==> src/rtl/marker_pkg.sv <==
// Shared widths, colour thresholds and FSM encodings for marker_tracker.
// Build option SMOOTH_EN is consumed by marker_tracker.sv.
package marker_pkg;

  localparam int H_RES      = 1280;
  localparam int V_RES      = 1024;
  localparam int SUM_W      = 32;
  localparam int CNT_W      = 21;
  localparam int COORD_W    = 12;
  localparam int MIN_PIXELS = 16;

  localparam logic [3:0] R_MIN = 4'hC;
  localparam logic [3:0] G_MAX = 4'h4;
  localparam logic [3:0] B_MAX = 4'h4;

  localparam logic [1:0] ST_IDLE    = 2'd0;
  localparam logic [1:0] ST_DIVIDE  = 2'd1;
  localparam logic [1:0] ST_PUBLISH = 2'd2;

  typedef struct packed {
    logic [3:0] r;
    logic [3:0] g;
    logic [3:0] b;
  } rgb_t;

  function automatic logic [COORD_W-1:0] sat_inc(
    input logic [COORD_W-1:0] v
  );
    return (v == '1) ? v : v + 1'b1;
  endfunction

endpackage

==> src/rtl/marker_tracker_if.sv <==
// Camera pixel stream bundle: qualifier, framing flags and RGB444 data.
// The camera side drives it (master); the tracker samples it (slave).
interface marker_tracker_if;
  import marker_pkg::*;

  logic        pix_valid;
  logic        pix_sof;
  logic        pix_eol;
  logic        pix_eof;
  logic [11:0] pix_rgb;

  modport master (
    output pix_valid,
    output pix_sof,
    output pix_eol,
    output pix_eof,
    output pix_rgb
  );

  modport slave (
    input pix_valid,
    input pix_sof,
    input pix_eol,
    input pix_eof,
    input pix_rgb
  );

endinterface

==> src/rtl/marker_tracker_seq_divider.sv <==
// Restoring divider, one quotient bit per cycle; done is high during the
// final iteration, so the quotient is settled on the following cycle.
module seq_divider
  import marker_pkg::*;
#(
  parameter int OUT_W = SUM_W
) (
  input  logic               clk,
  input  logic               resetn,
  input  logic               start,
  input  logic [SUM_W-1:0]   dividend,
  input  logic [CNT_W-1:0]   divisor,
  output logic               done,
  output logic [OUT_W-1:0]   quotient
);

  localparam logic [5:0] ITER = 6'(SUM_W);

  logic [SUM_W-1:0] q;
  logic [CNT_W-1:0] dvs;
  logic [CNT_W-1:0] rem;
  logic [CNT_W:0]   trial;
  logic [5:0]       left;
  logic             ge;

  // q shifts dividend bits out at the top and quotient bits in at the bottom
  assign trial    = {rem, q[SUM_W-1]};
  assign ge       = trial >= {1'b0, dvs};
  assign done     = left == 6'd1;
  assign quotient = q[OUT_W-1:0];

  always_ff @(posedge clk or negedge resetn) begin
    if (!resetn) begin
      q    <= '0;
      dvs  <= '0;
      rem  <= '0;
      left <= '0;
    end else if (start) begin
      q    <= dividend;
      dvs  <= divisor;
      rem  <= '0;
      left <= ITER;
    end else if (left != '0) begin
      q    <= {q[SUM_W-2:0], ge};
      rem  <= CNT_W'(ge ? trial - {1'b0, dvs} : trial);
      left <= left - 1'b1;
    end
  end

endmodule

==> src/rtl/marker_tracker.sv <==
// Colour-marker centroid tracker: per-frame sums, then sequential division.
// Build option SMOOTH_EN averages each found result with the previous one.
module marker_tracker
  import marker_pkg::*;
(
  input  logic               clk,
  input  logic               resetn,
  marker_tracker_if.slave    pix,
  output logic [COORD_W-1:0] X_position,
  output logic [COORD_W-1:0] Y_position,
  output logic               coord_valid,
  output logic               marker_found,
  output logic               busy
);

  rgb_t               px;
  logic               match;
  logic               take;
  logic               eof;
  logic               start;
  logic               done_x;
  logic               done_y;
  logic               found_q;
  logic [1:0]         state;
  logic [COORD_W-1:0] x_cnt;
  logic [COORD_W-1:0] y_cnt;
  logic [COORD_W-1:0] pos_x;
  logic [COORD_W-1:0] pos_y;
  logic [COORD_W-1:0] q_x;
  logic [COORD_W-1:0] q_y;
  logic [COORD_W-1:0] nx;
  logic [COORD_W-1:0] ny;
  logic [SUM_W-1:0]   sum_x;
  logic [SUM_W-1:0]   sum_y;
  logic [SUM_W-1:0]   acc_x;
  logic [SUM_W-1:0]   acc_y;
  logic [CNT_W-1:0]   cnt;
  logic [CNT_W-1:0]   acc_c;

  assign px    = pix.pix_rgb;
  assign match = px.r >= R_MIN && px.g <= G_MAX && px.b <= B_MAX;
  assign take  = pix.pix_valid && match;
  assign eof   = pix.pix_valid && pix.pix_eof;
  assign pos_x = pix.pix_sof ? '0 : x_cnt;
  assign pos_y = pix.pix_sof ? '0 : y_cnt;
  assign busy  = state == ST_DIVIDE;

  // acc_* is the frame total including the current pixel
  always_comb begin
    acc_x = pix.pix_sof ? '0 : sum_x;
    acc_y = pix.pix_sof ? '0 : sum_y;
    acc_c = pix.pix_sof ? '0 : cnt;
    if (take) begin
      acc_x = acc_x + SUM_W'(pos_x);
      acc_y = acc_y + SUM_W'(pos_y);
      if (acc_c != '1) acc_c = acc_c + 1'b1;
    end
  end

  assign start = eof && state == ST_IDLE &&
                 acc_c >= CNT_W'(MIN_PIXELS);

  always_ff @(posedge clk or negedge resetn) begin
    if (!resetn) begin
      x_cnt <= '0;
      y_cnt <= '0;
      sum_x <= '0;
      sum_y <= '0;
      cnt   <= '0;
    end else if (pix.pix_valid) begin
      x_cnt <= pix.pix_eol ? '0 : sat_inc(pos_x);
      y_cnt <= pix.pix_eol ? sat_inc(pos_y) : pos_y;
      sum_x <= pix.pix_eof ? '0 : acc_x;
      sum_y <= pix.pix_eof ? '0 : acc_y;
      cnt   <= pix.pix_eof ? '0 : acc_c;
    end
  end

  seq_divider #(.OUT_W(COORD_W)) u_div_x (
    .clk      (clk),
    .resetn   (resetn),
    .start    (start),
    .dividend (acc_x),
    .divisor  (acc_c),
    .done     (done_x),
    .quotient (q_x)
  );

  seq_divider #(.OUT_W(COORD_W)) u_div_y (
    .clk      (clk),
    .resetn   (resetn),
    .start    (start),
    .dividend (acc_y),
    .divisor  (acc_c),
    .done     (done_y),
    .quotient (q_y)
  );

`ifdef SMOOTH_EN
  logic [COORD_W:0] avg_x;
  logic [COORD_W:0] avg_y;

  assign avg_x = {1'b0, X_position} + {1'b0, q_x};
  assign avg_y = {1'b0, Y_position} + {1'b0, q_y};
  // a fresh marker (none in the previous result) loads directly
  assign nx = marker_found ? COORD_W'(avg_x >> 1) : q_x;
  assign ny = marker_found ? COORD_W'(avg_y >> 1) : q_y;
`else
  assign nx = q_x;
  assign ny = q_y;
`endif

  always_ff @(posedge clk or negedge resetn) begin
    if (!resetn) begin
      state        <= ST_IDLE;
      found_q      <= 1'b0;
      coord_valid  <= 1'b0;
      marker_found <= 1'b0;
      X_position   <= '0;
      Y_position   <= '0;
    end else begin
      coord_valid <= 1'b0;
      unique case (state)
        ST_IDLE: begin
          if (eof) begin
            found_q <= start;
            state   <= start ? ST_DIVIDE : ST_PUBLISH;
          end
        end
        ST_DIVIDE: begin
          if (done_x && done_y) state <= ST_PUBLISH;
        end
        ST_PUBLISH: begin
          coord_valid  <= 1'b1;
          marker_found <= found_q;
          if (found_q) begin
            X_position <= nx;
            Y_position <= ny;
          end
          state <= ST_IDLE;
        end
        default: state <= ST_IDLE;
      endcase
    end
  end

endmodule

==> src/flat_wrapper.sv <==
// flat-port wrapper written by rule: the top's interface ports become plain ports
module marker_tracker_flat import marker_pkg::*;
  (clk, resetn, X_position, Y_position, coord_valid, marker_found, busy, pix_pix_valid, pix_pix_sof, pix_pix_eol, pix_pix_eof, pix_pix_rgb);
  marker_tracker_if pix_i ();
  input  logic clk;
  input  logic resetn;
  output logic [COORD_W-1:0] X_position;
  output logic [COORD_W-1:0] Y_position;
  output logic coord_valid;
  output logic marker_found;
  output logic busy;
  input wire logic [$bits(pix_i.pix_valid)-1:0] pix_pix_valid;
  input wire logic [$bits(pix_i.pix_sof)-1:0] pix_pix_sof;
  input wire logic [$bits(pix_i.pix_eol)-1:0] pix_pix_eol;
  input wire logic [$bits(pix_i.pix_eof)-1:0] pix_pix_eof;
  input wire logic [$bits(pix_i.pix_rgb)-1:0] pix_pix_rgb;
  assign pix_i.pix_valid = pix_pix_valid;
  assign pix_i.pix_sof = pix_pix_sof;
  assign pix_i.pix_eol = pix_pix_eol;
  assign pix_i.pix_eof = pix_pix_eof;
  assign pix_i.pix_rgb = pix_pix_rgb;
  marker_tracker u_core (.clk(clk), .resetn(resetn), .pix(pix_i), .X_position(X_position), .Y_position(Y_position), .coord_valid(coord_valid), .marker_found(marker_found), .busy(busy));
endmodule
==> config.mk <==
export PLATFORM = sky130hd
export DESIGN_NAME = marker_tracker_flat
export DESIGN_NICKNAME = d
export VERILOG_FILES = /design/src/rtl/marker_pkg.sv /design/src/rtl/marker_tracker_if.sv /design/src/rtl/marker_tracker_seq_divider.sv /design/src/rtl/marker_tracker.sv /design/src/flat_wrapper.sv
export SDC_FILE = /design/constraint.sdc
export NUM_CORES = 1
export LEC_CHECK = 0
export ABC_CLOCK_PERIOD_IN_PS = 7900
export BUFFER_PORTS_ARGS = -buffer_cell sky130_fd_sc_hd__clkbuf_2
export CAP_MARGIN = 20
export CORE_MARGIN = 4
export CORE_UTILIZATION = 53
export CTS_BUF_LIST = sky130_fd_sc_hd__clkbuf_4 sky130_fd_sc_hd__clkbuf_8 sky130_fd_sc_hd__clkbuf_16
export DETAILED_ROUTE_END_ITERATION = 12
export PLACE_DENSITY = 0.7
export SKIP_CTS_REPAIR_TIMING = 1
export SLEW_MARGIN = 20
export SYNTH_ARGS = -nofsm -noshare
export SYNTH_HDL_FRONTEND = slang
export SYNTH_SLANG_ARGS = --single-unit
==> constraint.sdc <==
create_clock -name clk -period 7.9 [get_ports clk]
set_clock_uncertainty 0.15 [all_clocks]
set_input_delay 1.185 -clock clk [delete_from_list [all_inputs] [get_ports clk]]
set_output_delay 1.185 -clock clk [all_outputs]
set_load 0.05 [all_outputs]
==> flow_metrics.tcl, run 1 <==
set metrics [dict create \
    status "finished, final reports clean" \
    path_delay_family "buffers and inverters" \
    crit_required_ns 8.18 \
    cts-root-buf "clkbuf_16" \
    crit_type "input pin to flop" \
    synth-edff-count 0 \
    rsz0062_at_grt "no" \
    cap_violations 0 \
    cts.sinks 277 \
    max_slew_margin_pct 33.61 \
    timing.fmax_mhz 189.0 \
    setup-tns-final_ns 0 \
    dr.max_layer_used "met4" \
    leakagePower_uw 0.008902 \
    synth_area_leaders "dfrtp_1, mux2i_1, ha_1" \
    crit_fanout 68 \
    cpPeakStageDelay_ns 0.85 \
    timing.final.crit_share_pct 66.97 \
    path_clk_slew_ns 0.06 \
    nets 1914 \
    wl_per_cell_microns 17.61 \
    worst_setup_path_start_kind "input pin" \
    antenna_found_initial 0 \
    synth.distinct_cells 81 \
    hold_class "flop to flop" \
    crit_slowest_cell "o41a_2" \
    clock_latency_ns 0.55 \
    critical_path.cell_chain "buf_4 > inv_1 > nand2_1 > o31a_1 > and3_1 > nor3_1 > and4b_1 > nand4_1 > o41a_2 > buf_4 > mux2_4" \
    drtPass1Iterations 5 \
    ys.flop_type "dfrtp_1" \
    wl_met2_microns 18490 \
    ys.warnings.count 0 \
    cp.arrival_ns 5.57 \
    yosys_register_bits 277 \
    hold_viol_final 0 \
    port_buffers 42 \
    gp_congestion 0.8926 \
    vdd_drop_max_mv 0.2123 \
    avgSynthCellArea_sq_um 9.509 \
    period_minus_slack_ns 5.291 \
    htreeDepth 1 \
    ant_nets 0 \
    syn_to_final_growth_pct 9.960 \
    vias 13584 \
    grt_pass1_wl_microns 67650 \
    crit_top_cell "buf_4" \
    die_y_microns 188.2 \
    m1WireLength_microns 19100 \
    synth_area_leader_cell "dfrtp_1" \
    clockBufferDepth 3 \
    finalSetupViolations 0 \
    ys_seq_area_share_pct 40.27 \
    drive_gt1_share_pct 9.718 \
    io_pins 45 \
    wirelength_microns 40110 \
    synth_nets 1905 \
    core-area_sq_um 31800 \
    grt_max_degree 152 \
    synth_top_cell_area_share_pct 40.27 \
    start_util_pct 54.13 \
    die_w_microns 188.2 \
    slew_violations 0 \
    dieArea_sq_um 35420 \
    rows 65 \
    via_per_inst 5.966 \
    numCtsBuffers 31 \
    grt_use_total_pct 22.42 \
    syn_inst 1810 \
    drc_errors 0 \
    synth_area_sq_um 17210 \
    setup.worst_path.end_class "flop" \
    powerDensity_nw_per_um2 305.8 \
    dpl.hpwl_microns 26590 \
    synthArstFlopShare_pct 100.0 \
    critPathBufInv 3 \
    antenna_cells 0 \
    worst_pin_slew_ns 0.9934 \
    first_iter_violations 887 \
    power.total_uw 5788 \
    cts_tree "done" \
    grt_pass1_vias 13131 \
    grt.overflow.total 0 \
    wl_met3_microns 1735 \
]
flip-flops by register name, summed over array words and instances (netlist names):
name,flops
u_core.sum_x,32
u_core.sum_y,32
u_core.u_div_x.q,32
u_core.u_div_y.q,32
u_core.cnt,21
u_core.u_div_x.dvs,21
u_core.u_div_x.rem,21
u_core.u_div_y.rem,21
u_core.X_position,12
u_core.Y_position,12
u_core.x_cnt,12
u_core.y_cnt,12
u_core.u_div_x.left,6
u_core.u_div_y.left,6
u_core.state,2
u_core.coord_valid,1
u_core.found_q,1
u_core.marker_found,1
synth_stat cells (9+ instances only):
library cell	n
a211oi_1	39
a21o_1	23
a21oi_1	88
a22o_1	21
a31oi_1	15
and2_1	10
and3_1	21
and4_1	15
clkbuf_1	61
dfrtp_1	277
ha_1	73
inv_1	61
mux2_2	27
mux2i_1	142
nand2_1	161
nand2b_1	13
nand3_1	36
nand4_1	30
nor2_1	160
nor2b_1	71
nor3_1	36
nor4_1	12
o21a_1	10
o21ai_0	91
o2bb2ai_1	56
o31ai_1	9
xnor2_1	58
xor2_1	49
worst paths after layout:
kind	from	endpoint	slack (ns)	cells after the start
worst min-delay path	u_core.x_cnt[9]	u_core.x_cnt[9]	0.32	2
worst max-delay path	pix_pix_sof	u_core.u_div_x.dvs[17]	2.61	11
max in group asynchronous	resetn	u_core.u_div_x.dvs[0]	5.90	2
worst max register to register	u_core.cnt[0]	u_core.u_div_x.dvs[17]	3.48	12
worst min register to register	u_core.x_cnt[9]	u_core.x_cnt[9]	0.32	2
min in group asynchronous	resetn	u_core.u_div_y.rem[13]	0.43	1
cell families (layout without fill, tap and decap cells):
kind of cell	Yosys count	in the layout	synth area share [%]
muxes	183	183	11.09
adders and majority gates	77	77	5.772
DFF	277	277	40.27
AOI/OAI and AO/OA	423	423	16.86
and+or+nand+nor	594	594	16.94
buffers and inverters	149	181	3.620
xor gates and xnor gates	107	107	5.445
final cells by class:
type | instances | area (sq um)
Inverter | 61 | 229.0
Multi-Input combinational cell | 1384 | 9703
Sequential cell | 277 | 6932
Clock buffer | 38 | 865.8
Clock inverter | 18 | 231.5
Fill cell | 2709 | 12870
Timing Repair Buffer | 64 | 420.4
Tap cell | 435 | 544.3
tightest hold or removal path: stages, from the launching register on:
cell	delay, ns
dfrtp_1	0.34
nand2_1	0.05
o31ai_1	0.05
per-layer routing:
metal  global-route usage, %  vias up
met5                       0        -
met4                   4.941        0
met3                   2.353       50
met2                   36.26      303
met1                   32.86     6658
li1                        -     6573
power by group:
part	total [uW]	switching [uW]	internal (uW)	leakage (uW)
Sequential	2030	249	1780	0.00342
Combinational	2220	1270	949	0.00493
Clock	1540	601	940	0.000550
stage by stage:
| step | std cells | utilization (%) | area (sq um) | hold slack [ns] | setup WS, ns |
|---|---|---|---|---|---|
| global placement | 2219 | 55.94 | 17790 | 0.3078 | 2.042 |
| global route | 2277 | 59.52 | 18930 | 0.3455 | 2.334 |
| finish | 2277 | 59.52 | 18930 | 0.3244 | 2.609 |
| detailed placement | 2219 | 55.94 | 17790 | 0.3110 | 1.944 |
| floorplan | 1810 | - | 17210 | 0.2920 | 2.321 |
| CTS | 2275 | 59.39 | 18890 | 0.3260 | 2.552 |
placed cells by master, fill, tap and decap left out, drive strengths merged, types with 12 or more instances in the layout:
cell type	Yosys	layout
dfrtp	277	277
nand2	161	161
nor2	160	160
mux2i	142	142
o21ai	93	93
a21oi	91	91
clkbuf	62	78
ha	73	73
nor2b	71	71
inv	61	63
xnor2	58	58
o2bb2ai	56	56
xor2	49	49
mux2	41	41
a211oi	39	39
nor3	36	36
nand3	36	36
nand4	32	32
buf	26	24
a21o	23	23
and3	22	22
a22o	21	21
and4	15	15
a31oi	15	15
nand2b	13	13
nor4	12	12
Note: power is estimated with default switching activity, not from simulation.
==> run 2, diff against run 1 <==
- ABC_AREA: default -> 1
- ABC_CLOCK_PERIOD_IN_PS: 7900 -> 4600
- PLACE_DENSITY: 0.7 -> 0.73
- clock period: 7.9 -> 4.6 ns (I/O delays scaled with it)
==> run 2 against run 1 <==
Area after synthesis up 5.7%. Largest cell class unchanged. Routed wire length up 19%. Count of clock-buffer cells in the layout up 10. Critical endpoint is now u_core.u_div_x.rem[12]. Critical path type is now flop to flop. Non-clock buffer count up 14. Sequential share of layout area down 1.9 points. Global-route usage up 2.8 points. Largest power group unchanged. First-iteration DRC count up 43%. Cell count up 31%. Via count up 23%. Synthesized cell count up 39%. Critical path depth up 6.
==> flow_metrics.tcl, run 2 <==
set metrics [dict create \
    status "finished, final reports clean" \
    die_y_microns 193.3 \
    ant_nets 0 \
    slew_violations 0 \
    grt_pass1_wl_microns 80330 \
    worst_setup_path_start_kind "flop" \
    n_fill_cell 3123 \
    powerDensity_nw_per_um2 527.7 \
    path_clk_slew_ns 0.06 \
    timing.fmax_mhz 243.8 \
    synth.distinct_cells 47 \
    crit_slowest_cell "nand2_1" \
    port_buffers 42 \
    crit_required_ns 4.87 \
    numCtsBuffers 34 \
    r2r_setup_slack_ns 0.50 \
    clock_latency_ns 0.54 \
    crit_top_cell "nand2_1" \
    wirelength_microns 47580 \
    cts-root-buf "clkbuf_16" \
    crit_fanout 44 \
    max_slew_margin_pct 37.83 \
    drtPass1Iterations 7 \
    grt_pass1_vias 16201 \
    setup.worst_path.end_class "flop" \
    cts.sinks 277 \
    avgSynthCellArea_sq_um 7.253 \
    gp_congestion 0.9476 \
    yosys-top-cells-count "nand2_1, nand3_1, inv_1" \
    io_pins 45 \
    reg2regPathDepth 17 \
    instances_no_fill 2981 \
    grt.overflow.total 0 \
    r2r_start "u_core.cnt[0]" \
    yosysMostFrequentCell "nand2_1" \
    synth_area_leaders "dfrtp_1, nand2_1, nand3_1" \
    ys.flop_type "dfrtp_1" \
    yosys_register_bits 277 \
    wl_per_cell_microns 15.96 \
    grt_use_total_pct 25.21 \
    synth_area_sq_um 18200 \
    cp.arrival_ns 4.37 \
    vias 16669 \
    drc_errors 0 \
    setup_ws_ns 0.4977 \
    rows 67 \
    finalSetupViolations 0 \
    final_cell_mix "nand2_1, nand3_1, inv_1, dfrtp_1, nor2_1" \
    synthArstFlopShare_pct 100.0 \
    dpl.hpwl_microns 33000 \
    worst_pin_slew_ns 0.9312 \
    post-place-cells 2922 \
    leakagePower_uw 0.009197 \
    vdd_drop_max_mv 0.3338 \
    synth_top_cell_area_share_pct 38.09 \
    hold_class "input pin to asynchronous set/reset pin" \
    htreeDepth 2 \
    syn_inst 2509 \
    synth_nets 2604 \
    drive_gt1_share_pct 7.383 \
    rsz0062_at_grt "no" \
    period_minus_slack_ns 4.102 \
    clockBufferDepth 3 \
    cap_violations 0 \
    ys_seq_area_share_pct 38.09 \
    power.total_uw 10520 \
    start_util_pct 54.00 \
    crit_type "flop to flop" \
    critPathBufInv 1 \
    first_iter_violations 1268 \
    synth_area_leader_cell "dfrtp_1" \
    via_per_inst 5.592 \
    synth-edff-count 0 \
    syn_to_final_growth_pct 9.598 \
    antenna_found_initial 0 \
    core-area_sq_um 33700 \
    die_w_microns 193.3 \
    ys.warnings.count 0 \
    path_delay_family "simple AND/OR/NAND/NOR gates" \
    nets 2605 \
    dieArea_sq_um 37360 \
    rr_endpoint "u_core.u_div_x.rem[12]" \
    cts_tree "done" \
    grt_max_degree 107 \
    critical_path.cell_chain "inv_1 > nor2_1 > ha_1 > nand2_1 > nor2_4 > nand2_1 > nor2_1 > nand3_1 > nand2_1 > nor2_1 > xor2_1 > nand2_1 > nor2_2 > nand2_1 > nand2_8 > nand2_1 > o21ai_0" \
    final_common_cell "nand2_1" \
    cpPeakStageDelay_ns 0.45 \
    place_ws_ns 0.04326 \
    antenna_cells 0 \
    timing.final.crit_share_pct 89.18 \
    setup-tns-final_ns 0 \
    hold_viol_final 0 \
]
run 2: changes by cell type in the layout (fill, tap and decap cells not counted), sizes merged, moves of 71 or more:
cell   change
nor2      +92
inv      +265
nor2b     -71
nand2    +342
o21ai    +117
nand3    +301
mux2i    -138
run 2: worst register-to-register path, cell delays in order (launching register included):
cell and delay [ns]:
dfrtp_1 0.35, inv_1 0.06, nor2_1 0.18, ha_1 0.21, nand2_1 0.09, nor2_4 0.18, nand2_1 0.08, nor2_1 0.09
nand3_1 0.31, nand2_1 0.26, nor2_1 0.07, xor2_1 0.33, nand2_1 0.13, nor2_2 0.20, nand2_1 0.19, nand2_8 0.31
nand2_1 0.47, o21ai_0 0.35
run 2: worst max-delay path by stage:
stage,from,end,slack (ns),depth (start not counted)
after detailed placement,pix_pix_sof,u_core.u_div_x.rem[12],0.04,19
after CTS,u_core.cnt[0],u_core.u_div_x.rem[12],0.56,17
final,u_core.cnt[0],u_core.u_div_x.rem[12],0.50,17
after global placement,pix_pix_sof,u_core.u_div_x.rem[18],0.19,19
after global routing,u_core.cnt[0],u_core.u_div_x.rem[9],0.13,17
after floorplan,pix_pix_sof,u_core.sum_y[16],0.41,21
run 2: layer usage:
metal	up-vias	GRT usage, %	share of wire (%)
met2	481	41.89	46
met3	114	3.288	5.5
met4	0	9.913	4.0
li1	8210	-	-
met5	-	0	0
met1	7864	33.78	44
run 2: cell families (layout without fill, tap and decap cells):
| group | Yosys count | count (layout) | share of synthesized area [%] |
|---|---|---|---|
| xor gates and xnor gates | 114 | 114 | 5.486 |
| DFF | 277 | 277 | 38.09 |
| buffers and inverters | 443 | 467 | 9.852 |
| adders and majority gates | 77 | 77 | 5.459 |
| and+or+nand+nor | 1197 | 1197 | 28.46 |
| muxes | 28 | 28 | 1.705 |
| AOI/OAI and AO/OA | 373 | 373 | 10.95 |
run 2: area by class of cell:
type	count	area (sq um)	share of cell area (%)
Timing Repair Buffer	78	545.5	2.735
Sequential cell	277	6932	34.75
Clock buffer	48	1017	5.100
Tap cell	448	560.5	2.810
Inverter	330	1239	6.210
Multi-Input combinational cell	1789	9514	47.70
Clock inverter	11	137.6	0.6900
run 2: report_power, final:
group          internal (uW)  leakage [uW]  switching [uW]
logic                   1630       0.00509            2550
registers               3110       0.00354             477
clock network           1660      0.000575            1090
total                   6400       0.00920            4120
run 2: metrics by stage:
stage	hold slack, ns	util [%]	cell area [sq um]
final	0.02114	59.19	19950
after global routing	0.1169	59.19	19950
after CTS	0.08880	59.19	19950
after detailed placement	0.3206	55.76	18790
after global placement	0.3127	55.76	18790
after floorplan	0.2444	-	18200
==> run 3, diff against run 2 <==
- ABC_CLOCK_PERIOD_IN_PS: 4600 -> 3900
- CORE_UTILIZATION: 53 -> 60
- PLACE_DENSITY: 0.73 -> 0.78
- SLEW_MARGIN: 20 -> 10
- clock period: 4.6 -> 3.9 ns (I/O delays scaled with it)
==> run 3 against run 2 <==
Sequential share of layout area decreased by 0.13 points. Sequential power increased by 18%. Register-to-register slack got worse by 0.29 ns. Worst hold slack improved by 0.30 ns. Critical endpoint is now u_core.u_div_x.rem[11].
==> flow_metrics.tcl, run 3 (synthesis results as in run 2) <==
set metrics [dict create \
    timing.fmax_mhz 270.8 \
    hold_viol_final 0 \
    rsz0062_at_grt "no" \
    nets 2607 \
    min_to "u_core.y_cnt[1]" \
    wirelength_microns 47890 \
    path_clk_slew_ns 0.06 \
    max_slew_margin_pct 47.78 \
    antenna_cells 0 \
    clock_latency_ns 0.58 \
    drtPass1Iterations 6 \
    drc_errors 0 \
    r2r_start "u_core.cnt[0]" \
    antenna_found_initial 0 \
    crit_type "flop to flop" \
    final_cell_area_sq_um 20020 \
    setup-tns-final_ns 0 \
    setup.worst_path.end_class "flop" \
    grt_use_total_pct 28.57 \
    rows 63 \
    io_pins 45 \
    path_delay_family "simple AND/OR/NAND/NOR gates" \
    start_util_pct 61.08 \
    wl_per_cell_microns 16.36 \
    via_per_inst 5.798 \
    core-area_sq_um 29800 \
    vias 16971 \
    place_area_sq_um 18820 \
    powerDensity_nw_per_um2 629.7 \
    grt_pass1_vias 16570 \
    reg2regPathDepth 18 \
    crit_top_cell "nand2_1" \
    cp.arrival_ns 4.00 \
    critPathBufInv 2 \
    htreeDepth 1 \
    clockBufferDepth 3 \
    cts.sinks 277 \
    holdPathStages 5 \
    cts-root-buf "clkbuf_16" \
    cap_violations 0 \
    ant_nets 0 \
    dieArea_sq_um 33180 \
    grt.overflow.total 0 \
    n_fill_cell 2527 \
    final_cell_mix "nand2_1, nand3_1, inv_1, dfrtp_1, nor2_1" \
    hp-start "pix_pix_eol" \
    post-place-cells 2868 \
    grt_pass1_wl_microns 80140 \
    cts_tree "done" \
    crit_required_ns 4.20 \
    worst_setup_path_start_kind "flop" \
    dpl.hpwl_microns 33090 \
    crit_slowest_cell "nand2_1" \
    syn_to_final_growth_pct 10.02 \
    port_buffers 42 \
    gp_congestion 0.9299 \
    numCtsBuffers 31 \
    worst_pin_slew_ns 0.7833 \
    cpPeakStageDelay_ns 0.41 \
    final_common_cell "nand2_1" \
    die_y_microns 182.2 \
    critical_path.cell_chain "inv_1 > nor2_1 > ha_1 > nand2_1 > nor2_4 > nand2_1 > nor2_1 > nand3_1 > buf_4 > nand3_1 > nand3_1 > nor2_1 > nand2_1 > nor2_2 > nand2_1 > nand2_8 > nand2_1 > o21ai_0" \
    vdd_drop_max_mv 0.4035 \
    r2r_setup_slack_ns 0.21 \
    crit_fanout 25 \
    leakagePower_uw 0.009276 \
    timing.final.crit_share_pct 94.70 \
    grt_max_degree 101 \
    rr_endpoint "u_core.u_div_x.rem[11]" \
    slew_violations 0 \
    status "finished, final reports clean" \
    finalSetupViolations 0 \
    instances_no_fill 2927 \
    die_w_microns 182.2 \
    drive_gt1_share_pct 7.489 \
    first_iter_violations 1553 \
    hold_class "input pin to flop" \
    period_minus_slack_ns 3.693 \
]
## run 3: changes by cell type in the layout (fill, tap and decap cells not counted), sizes merged
cell | previous run | this run
inv | 328 | 329
clkbuf | 87 | 88
dlygate4sd3 | 0 | 1
clkinvlp | 1 | 0
buf | 39 | 43
clkinv | 10 | 4
bufinv | 2 | 6
## run 3: worst max path at each step
| stage | endpoint | cells past startpoint | start | slack [ns] |
|---|---|---|---|---|
| finish | u_core.u_div_x.rem[11] | 18 | u_core.cnt[0] | 0.21 |
| global route | u_core.u_div_x.rem[11] | 18 | u_core.cnt[0] | 0.04 |
| CTS | u_core.u_div_x.rem[11] | 18 | u_core.cnt[0] | 0.24 |
| detailed placement | u_core.u_div_x.rem[16] | 18 | pix_pix_sof | 0.02 |
| global placement | u_core.u_div_x.rem[18] | 20 | pix_pix_sof | 0.13 |
| floorplan | u_core.sum_y[16] | 21 | pix_pix_sof | 0.05 |
## run 3: worst register-to-register path: cells and delay by family (launching register included)
family | cells | cell delay, ns
simple gates | 14 | 2.16
compound gates | 1 | 0.40
flops | 1 | 0.35
buf+inv | 2 | 0.28
fa+ha+maj | 1 | 0.22
## run 3: per-stage QoR
step	setup WS, ns	hold slack, ns	total power [uW]	util (%)
global route	0.03879	0.3449	13520	67.20
global placement	0.1272	0.3127	8960	63.17
finish	0.2067	0.3192	12610	67.20
detailed placement	0.01502	0.3247	9212	63.17
CTS	0.2430	-0.1570	12620	67.17
floorplan	0.05179	0.1394	8040	-
## run 3: layout make-up
class	count	area [sq um]	area share, %
multi-input cells	1789	9514	47.52
flip-flops and latches	277	6932	34.62
inverters	330	1239	6.186
clock buffers	49	979.7	4.893
repair buffers	83	660.6	3.299
well taps	390	488.0	2.437
clock inverters	9	210.2	1.050
## run 3: power by group
part	total, uW	internal [uW]	switching, uW
combinational	5020	1930	3090
sequential	4240	3670	571
clock	3340	2120	1220
total	12600	7720	4890
## run 3: metal layers
metal | global-route usage (%) | routed length (microns) | vias up
met5 | 0 | 0 | -
met4 | 11.71 | 2127 | 0
met1 | 37.54 | 20400 | 8065
li1 | - | - | 8218
met3 | 3.289 | 2590 | 133
met2 | 48.35 | 22770 | 555
